## config.mk

```make
export PLATFORM = sky130hd
export DESIGN_NAME = pipe_stage_elastic_flat
export DESIGN_NICKNAME = d
export VERILOG_FILES = /design/src/rtl/pipe_stage_elastic_if.sv /design/src/rtl/pipe_stage_elastic.sv /design/src/flat_wrapper.sv
export SDC_FILE = /design/constraint.sdc
export NUM_CORES = 1
export LEC_CHECK = 0
export ABC_AREA = 0
export BUFFER_PORTS_ARGS = -buffer_cell sky130_fd_sc_hd__buf_2
export CAP_MARGIN = 10
export CORE_ASPECT_RATIO = 0.7
export CORE_MARGIN = 3
export CORE_UTILIZATION = 54
export CTS_CLUSTER_DIAMETER = 50
export CTS_CLUSTER_SIZE = 10
export DETAILED_ROUTE_END_ITERATION = 16
export GPL_TIMING_DRIVEN = 0
export MAX_ROUTING_LAYER = met4
export PLACE_DENSITY = 0.79
export SETUP_SLACK_MARGIN = 0.4
export SYNTH_ARGS = -nofsm -noshare
export SYNTH_HDL_FRONTEND = slang
export SYNTH_SLANG_ARGS = --single-unit
```

## constraint.sdc

```tcl
create_clock -name clk_i -period 3.2 [get_ports clk_i]
set_clock_uncertainty 0.1 [all_clocks]
set_input_delay 0 -clock clk_i [delete_from_list [all_inputs] [get_ports clk_i]]
set_output_delay 0 -clock clk_i [all_outputs]
set_load 0.02 [all_outputs]
```

## src/rtl/pipe_stage_elastic_if.sv

```systemverilog
// -----------------------------------------------------------------------------
// pipe_stage_elastic_if
// Valid/ready stream carrying one opaque payload and one control-bit vector.
//   valid : producer offers an entry
//   ready : consumer can take the entry
//   data  : payload, DATA_W bits
//   ctrl  : control bits, CTRL_W bits
// Modports: master drives valid/data/ctrl, slave drives ready.
// -----------------------------------------------------------------------------
interface pipe_stage_elastic_if #(
    parameter int unsigned DATA_W = 64,
    parameter int unsigned CTRL_W = 8
);
    logic              valid;
    logic              ready;
    logic [DATA_W-1:0] data;
    logic [CTRL_W-1:0] ctrl;

    modport master (
        output valid,
        output data,
        output ctrl,
        input  ready
    );

    modport slave (
        input  valid,
        input  data,
        input  ctrl,
        output ready
    );
endinterface

```

## src/rtl/pipe_stage_elastic.sv

```systemverilog
// -----------------------------------------------------------------------------
// pipe_stage_elastic
// Elastic inter-stage pipeline register with a 2-entry skid buffer. Upstream
// ready is a pure register output, so no combinational ready path crosses the
// stage. A flush squashes all held entries and zeroes their control bits. A
// saturating counter records cycles where downstream was ready but the stage
// had nothing to offer.
// Ports:
//   clk_i        : rising-edge clock
//   rst_ni       : asynchronous active-low reset
//   up_if        : upstream stream (slave), ready is registered
//   dn_if        : downstream stream (master), ctrl forced to 0 when not valid
//   flush_i      : synchronous squash of all held entries
//   bubble_clr_i : synchronous clear of the bubble counter
//   bubble_cnt_o : count of cycles with downstream ready and no valid entry
// -----------------------------------------------------------------------------
module pipe_stage_elastic #(
    parameter int unsigned DATA_W = 64,
    parameter int unsigned CTRL_W = 8,
    parameter int unsigned CNT_W  = 16
) (
    input  logic                 clk_i,
    input  logic                 rst_ni,
    pipe_stage_elastic_if.slave  up_if,
    pipe_stage_elastic_if.master dn_if,
    input  logic                 flush_i,
    input  logic                 bubble_clr_i,
    output logic [CNT_W-1:0]     bubble_cnt_o
);

    // Encoding is {m_v, s_v}; the (0,1) pattern has no enumerator.
    typedef enum logic [1:0] {
        StEmpty = 2'b00,
        StHalf  = 2'b10,
        StFull  = 2'b11
    } state_e;

    state_e state_q, state_d;

    logic m_v, s_v;
    logic accept, drain;
    logic load_main, load_skid, skid_to_main;

    logic [DATA_W-1:0] m_data_q, s_data_q;
    logic [CTRL_W-1:0] m_ctrl_q, s_ctrl_q;
    logic [CNT_W-1:0]  bubble_q;

    assign m_v    = state_q[1];
    assign s_v    = state_q[0];
    assign accept = up_if.valid & ~s_v;
    assign drain  = m_v & dn_if.ready;

    // State register
    always_ff @(posedge clk_i or negedge rst_ni) begin
        if (!rst_ni) begin
            state_q <= StEmpty;
        end else begin
            state_q <= state_d;
        end
    end

    // Next state and datapath load decode
    always_comb begin
        state_d      = state_q;
        load_main    = 1'b0;
        load_skid    = 1'b0;
        skid_to_main = 1'b0;
        if (flush_i) begin
            state_d = StEmpty;
        end else begin
            case (state_q)
                StEmpty: begin
                    if (accept) begin
                        state_d   = StHalf;
                        load_main = 1'b1;
                    end
                end
                StHalf: begin
                    if (accept && drain) begin
                        load_main = 1'b1;
                    end else if (accept) begin
                        state_d   = StFull;
                        load_skid = 1'b1;
                    end else if (drain) begin
                        state_d = StEmpty;
                    end
                end
                StFull: begin
                    // in_ready is low here, so only a drain can move things
                    if (drain) begin
                        state_d      = StHalf;
                        skid_to_main = 1'b1;
                    end
                end
                default: begin
                    state_d = StEmpty;
                end
            endcase
        end
    end

    // Outputs
    always_comb begin
        up_if.ready  = ~s_v;
        dn_if.valid  = m_v;
        dn_if.data   = m_data_q;
        dn_if.ctrl   = m_v ? m_ctrl_q : '0;
        bubble_cnt_o = bubble_q;
    end

    // Entry storage; data survives a flush, control bits do not
    always_ff @(posedge clk_i or negedge rst_ni) begin
        if (!rst_ni) begin
            m_data_q <= '0;
            m_ctrl_q <= '0;
            s_data_q <= '0;
            s_ctrl_q <= '0;
        end else if (flush_i) begin
            m_ctrl_q <= '0;
            s_ctrl_q <= '0;
        end else begin
            if (load_main) begin
                m_data_q <= up_if.data;
                m_ctrl_q <= up_if.ctrl;
            end else if (skid_to_main) begin
                m_data_q <= s_data_q;
                m_ctrl_q <= s_ctrl_q;
            end
            if (load_skid) begin
                s_data_q <= up_if.data;
                s_ctrl_q <= up_if.ctrl;
            end
        end
    end

    // Saturating bubble counter; clear wins over increment, flush leaves it
    always_ff @(posedge clk_i or negedge rst_ni) begin
        if (!rst_ni) begin
            bubble_q <= '0;
        end else if (bubble_clr_i) begin
            bubble_q <= '0;
        end else if (dn_if.ready && !m_v && (bubble_q != '1)) begin
            bubble_q <= bubble_q + CNT_W'(1);
        end
    end

endmodule

```

## src/flat_wrapper.sv

```systemverilog
// flat-port wrapper written by rule: the top's interface ports become plain ports
module pipe_stage_elastic_flat 
#(
    parameter int unsigned DATA_W = 64,
    parameter int unsigned CTRL_W = 8,
    parameter int unsigned CNT_W  = 16
)
  (clk_i, rst_ni, flush_i, bubble_clr_i, bubble_cnt_o, up_if_valid, up_if_data, up_if_ctrl, up_if_ready, dn_if_valid, dn_if_data, dn_if_ctrl, dn_if_ready);
  pipe_stage_elastic_if #(.DATA_W(DATA_W), .CTRL_W(CTRL_W)) up_if_i ();
  pipe_stage_elastic_if #(.DATA_W(DATA_W), .CTRL_W(CTRL_W)) dn_if_i ();
  input  logic clk_i;
  input  logic rst_ni;
  input  logic flush_i;
  input  logic bubble_clr_i;
  output logic [CNT_W-1:0] bubble_cnt_o;
  input wire logic [$bits(up_if_i.valid)-1:0] up_if_valid;
  input wire logic [$bits(up_if_i.data)-1:0] up_if_data;
  input wire logic [$bits(up_if_i.ctrl)-1:0] up_if_ctrl;
  output wire logic [$bits(up_if_i.ready)-1:0] up_if_ready;
  output wire logic [$bits(dn_if_i.valid)-1:0] dn_if_valid;
  output wire logic [$bits(dn_if_i.data)-1:0] dn_if_data;
  output wire logic [$bits(dn_if_i.ctrl)-1:0] dn_if_ctrl;
  input wire logic [$bits(dn_if_i.ready)-1:0] dn_if_ready;
  assign up_if_i.valid = up_if_valid;
  assign up_if_i.data = up_if_data;
  assign up_if_i.ctrl = up_if_ctrl;
  assign up_if_ready = up_if_i.ready;
  assign dn_if_valid = dn_if_i.valid;
  assign dn_if_data = dn_if_i.data;
  assign dn_if_ctrl = dn_if_i.ctrl;
  assign dn_if_i.ready = dn_if_ready;
  pipe_stage_elastic #(.DATA_W(DATA_W), .CTRL_W(CTRL_W), .CNT_W(CNT_W)) u_core (.clk_i(clk_i), .rst_ni(rst_ni), .up_if(up_if_i), .dn_if(dn_if_i), .flush_i(flush_i), .bubble_clr_i(bubble_clr_i), .bubble_cnt_o(bubble_cnt_o));
endmodule
```

Word level (Yosys, flattened, before mapping)
Cells that the tools add are included.
- add/sub/neg operators: 1
- equality and inequality tests: 7
- multiplexer cells: 27
- bitwise logic cells: 4
- reduce and logical (&&, ||, !) cells: 12
- operators with widths (cell ; number):
    two-way mux 64 bit ; 2
    two-way mux 8 bit ; 6
    two-way mux 16 bit ; 2
    adder 16 x 1 -> 16 bit, second input constant ; 1
    inequality test 16 bit, second input constant ; 1
    two-way mux 2 bit ; 6
    two-way mux 1 bit ; 9
    inequality test 3 x 2 -> 1 bit, second input constant ; 2
    one-hot mux 2 bit (3 select lines) ; 1
    nonzero test 2 bit ; 3
    equality test 2 bit, second input constant ; 2
    inequality test 4 x 2 -> 1 bit, second input constant ; 1
    AND reduction 2 bit ; 2
    AND reduction 4 bit ; 1
    logical AND 1 bit ; 3
    inequality test 3 bit, second input constant ; 1
    nonzero test 3 bit ; 1
    AND 1 bit ; 2
    zero test 2 bit ; 1
    inverter 1 bit ; 2
    one-hot mux 1 bit (2 select lines) ; 1
    zero test 1 bit ; 1
- register bits after elaboration: 162
- input bits: 78
- output and inout bits: 90
- logic and storage cells: 57

Logic depth before layout (Yosys ltp)
- word-level depth: 8
- mapped depth: 8
- gate-level depth less buffers: 6

Worst setup path before layout
No wires, ideal clock.
- path type: register to register
- start: register u_core.state_q[1]
- end: register u_core.m_data_q[10] (netlist: u_core.dn_if.data[10])
- library setup time: 147 ps
- data arrival time: 2153 ps
- slack: 800 ps
- cell stages (with the launch flop): 9
- path buffers: 3
- period minus slack after synthesis: 2400 ps
- cell sequence: dfrtp_1 -> clkbuf_1 -> inv_1 -> ha_1 -> o21ai_2 -> a21o_1 -> clkbuf_1 -> buf_1 -> a222oi_1
- word-level cells in the longest chain between the ends: 7
- ends and longest elaborated chain (item ; RTL line ; RTL):
    start, declared ; pipe_stage_elastic.sv:38 ; state_e state_q, state_d;
    start signal, assigned ; pipe_stage_elastic.sv:56 ; state_q <= StEmpty;
    start signal, assigned ; pipe_stage_elastic.sv:58 ; state_q <= state_d;
    AND 1 bit ; pipe_stage_elastic.sv:51 ; assign drain = m_v & dn_if.ready;
    logical AND 1 bit ; pipe_stage_elastic.sv:79 ; if (accept && drain) begin
    two-way mux 1 bit ; pipe_stage_elastic.sv:79 ;
    one-hot mux 1 bit (2 select lines) ; pipe_stage_elastic.sv:71 ; case (state_q)
    two-way mux 1 bit ; pipe_stage_elastic.sv:68 ; if (flush_i) begin
    nonzero test 2 bit (no line) ; -- ;
    AND reduction 2 bit (no line) ; -- ;
    end signal, assigned ; pipe_stage_elastic.sv:123 ; m_data_q <= up_if.data;
    end signal, assigned ; pipe_stage_elastic.sv:126 ; m_data_q <= s_data_q;
    end, declared ; pipe_stage_elastic.sv:44 ; logic [DATA_W-1:0] m_data_q, s_data_q;
Parallel ways exist; a longest one is shown, timed or not.
A chain may end at the register's enable or synchronous reset.

Worst setup path in the final report
- start: register u_core.state_q[1]
- end: register u_core.m_data_q[12] (netlist: u_core.dn_if.data[12])
The elaborated chain is that of the path after synthesis.

==> results_dict.tcl <==
set metrics [dict create \
    max_freq_mhz 380.8 \
    ys_seq_area_frac 0.5653 \
    gp_congestion 0.8197 \
    cp-end-kind "flop" \
    cts.sinks 162 \
    cp_slowest_cell "dfrtp_1" \
    setup.worst_path.class "flop to flop" \
    grt-ovfl-total 0 \
    grt_max_degree 88 \
    grt_antenna_before_repair 0 \
    swShare 0.3711 \
    root_buffer "clkbuf_16" \
    drt_wl_total_mm 19.99 \
    crit_path_cell_trace "clkbuf_2 > inv_1 > ha_1 > nor2_1 > o21ai_0 > nor2_4 > clkbuf_1 > a222oi_1" \
    yosys-top-cells-area "dfrtp_1, inv_1, a222oi_1, o21ai_0, nand2_1" \
    max-slew-margin-rel 0.5284 \
    start_util 0.5656 \
    placementRows 34 \
    clkLatencyLatePin_ns 0.42 \
    hpwl_mm 11.98 \
    final_max_slew_viol_count 0 \
    leakagePower_nw 5.186 \
    hold_ws_ns 0.02650 \
    critPathLaunchType "flop" \
    grt_pass1_vias 6255 \
    synth-edff-count 0 \
    synthFlopType "dfrtp_1" \
    core_area_sq_um 12680 \
    p_switching_mw 3.068 \
    yosysUniqueCellTypes 43 \
    drc 0 \
    grtUsageTotal 0.2812 \
    critPathMaxStageDelay_ns 0.51 \
    initialDrtViolationCount 731 \
    ys_ff_latch 162 \
    clkSlewWorstSetupHoldPaths_ns 0.07 \
    area_growth_pct 35.28 \
    synthCells 746 \
    rsz0062_at_grt "false" \
    critPathArrivalTime_ns 2.79 \
    internal_power_mw 5.198 \
    synth.net_count 829 \
    antenna_left 0 \
    run_status "complete, no violations" \
    synth-async-reset-ratio 1.000 \
    setup_viol 0 \
    grt_first_pass_wirelength_mm 31.52 \
    post-route-min-period_ns 2.626 \
    cts_made_buffers 17 \
    max-vdd-ir-drop_mv 0.5086 \
    r2r_slack_ns 0.57 \
    postSynthAreaPerCell_sq_um 9.612 \
    drt-wirelength-per-cell_um 16.85 \
    hp-class "input port to async pin" \
    power_frac_clock 0.269 \
    ys_warn_count 0 \
    synth_top_area_cell "dfrtp_1" \
    ioPinCount 168 \
    netlist_area_sq_um 7171 \
    die_h_um 102.4 \
    share_comb_of_total_power 0.323 \
    final_layout_size_suffix_gt1_frac 0.2119 \
    multi_input_area_sq_um 2226 \
    clockBufferDepth 2 \
    fin_crit_sh 0.8206 \
    power_mw 8.265 \
    hold_viol 0 \
    h-tree-depth 4 \
    tightest_slew_ns 0.7009 \
    die_w_um 143.7 \
    pwr-share-seq 0.408 \
    port_buffers 166 \
    post-synth-top-area-fraction 0.5653 \
    seqCellArea_sq_um 4054 \
    cts_tree "yes" \
    worstPathRequired_ns 3.36 \
    nets 1094 \
    firstDrtPassIters 8 \
    die_area_sq_um 14720 \
    nFillCells 849 \
    antenna_cells 0 \
    power.density_nw_per_um2 852.0 \
    max_cap_viol_count 0 \
    via_per_inst 5.494 \
    routed-via-count 6516 \
    crit_path_max_fanout 10 \
]
[worst max-delay path, delay by kind of cell, from the launching register on]
kind | cells | cell delay (ns)
AOI/OAI and AO/OA | 2 | 0.32
adders and majority gates | 1 | 0.27
buffers and inverters | 3 | 0.83
DFF | 1 | 0.51
and+or+nand+nor | 2 | 0.42
[path summary, 6_finish.rpt]
path / start / cells past startpoint / end
max: u_core.state_q[1] / 8 / u_core.dn_if.data[12]
min: rst_ni / 2 / u_core.s_ctrl_q[1]
max reg2reg: u_core.state_q[1] / 8 / u_core.dn_if.data[12]
min reg2reg: u_core.s_data_q[7] / 2 / u_core.s_data_q[7]
max in group asynchronous: rst_ni / 3 / u_core.s_data_q[35]
min in group clk_i: up_if_valid / 5 / u_core.state_q[0]
[metrics by stage]
step           TNS, ns  instances    util  worst slack, ns  cell area (sq um)
6_report             0       1186  0.7652           0.5742               9701
5_1_grt              0       1186  0.7652           0.4071               9701
4_1_cts              0       1183  0.7622           0.4011               9663
3_5_place_dp    -1.115       1075  0.6501         -0.08270               8242
3_3_place_gp    -60.61       1074  0.6472          -0.3912               8204
2_1_floorplan        0        746       -           0.7996               7171
[sequential cells by signal, indices dropped and copies added (netlist names)]
register / cells
u_core.state_q: 2
u_core.s_data_q: 64
u_core.bubble_cnt_o: 16
u_core.s_ctrl_q: 8
u_core.dn_if.data: 64
u_core.m_ctrl_q: 8
[power groups by stage]
stage / logic [mW] / registers (mW) / clock network, mW
floorplan: 1.16 / 3.78 / 0
global placement: 2.41 / 3.34 / 0
detailed placement: 2.49 / 3.36 / 0
CTS: 2.60 / 3.35 / 2.24
global route: 2.96 / 3.47 / 2.33
finish: 2.67 / 3.38 / 2.22
[synthesized netlist by cell type, drive strengths merged, types with 6 or more instances]
library cell / instances
a211oi: 9
a21oi: 12
a222oi: 64
and2: 8
clkbuf: 39
dfrtp: 162
inv: 197
mux2i: 16
nand2: 73
nand4: 6
nor2: 23
o21ai: 73
or3: 9
[layout make-up]
cell class / instances / area share
timing repair buffer: 246 / 0.1703
clock inverter: 15 / 0.02244
inverter: 197 / 0.07623
tap: 162 / 0.02090
multi-input combinational: 343 / 0.2295
buffer: 44 / 0.01896
sequential: 162 / 0.4179
clock buffer: 17 / 0.04385
[cell usage in the layout, fill, tap and decap left out, types with 5 or more instances in the layout]
master,synthesis,layout
a211oi_1,9,9
a21oi_1,12,12
a222oi_1,64,64
and2_1,8,8
buf_2,1,167
clkbuf_1,39,32
clkbuf_16,0,17
clkbuf_2,0,7
dfrtp_1,162,162
dlygate4sd3_1,0,76
ha_1,5,5
inv_1,197,197
mux2i_1,16,16
nand2_1,73,73
nand4_1,6,6
nor2_1,23,21
o21ai_0,72,72
or3_1,9,9
[routing by layer]
metal,vias up,share of wire,global-route usage
li1,3039,-,-
met3,34,0.069,0.04911
met1,3153,0.45,0.3918
met2,290,0.47,0.4291
met4,0,0.014,0.08177
met5,-,0,-
[logic make-up (layout without fill, tap and decap cells)]
family,after synthesis,in the layout,synth area share
buf+inv,241,519,0.1274
compound gates,177,177,0.1808
flops,162,162,0.5653
simple gates,143,143,0.09300
mux,16,16,0.02233
fa+ha+maj,5,5,0.008724
xor+xnor,2,2,0.002443
[what timing repair did]
item                                    4_1_cts  5_1_grt
resized for setup                             7       10
buffers inserted                              0        3
endpoints found under the hold margin       315        0
pin swaps                                     0        1
hold buffers                                 76        0
endpoints found under the setup margin       64       60
No activity file was read; power rests on OpenSTA's default activity.
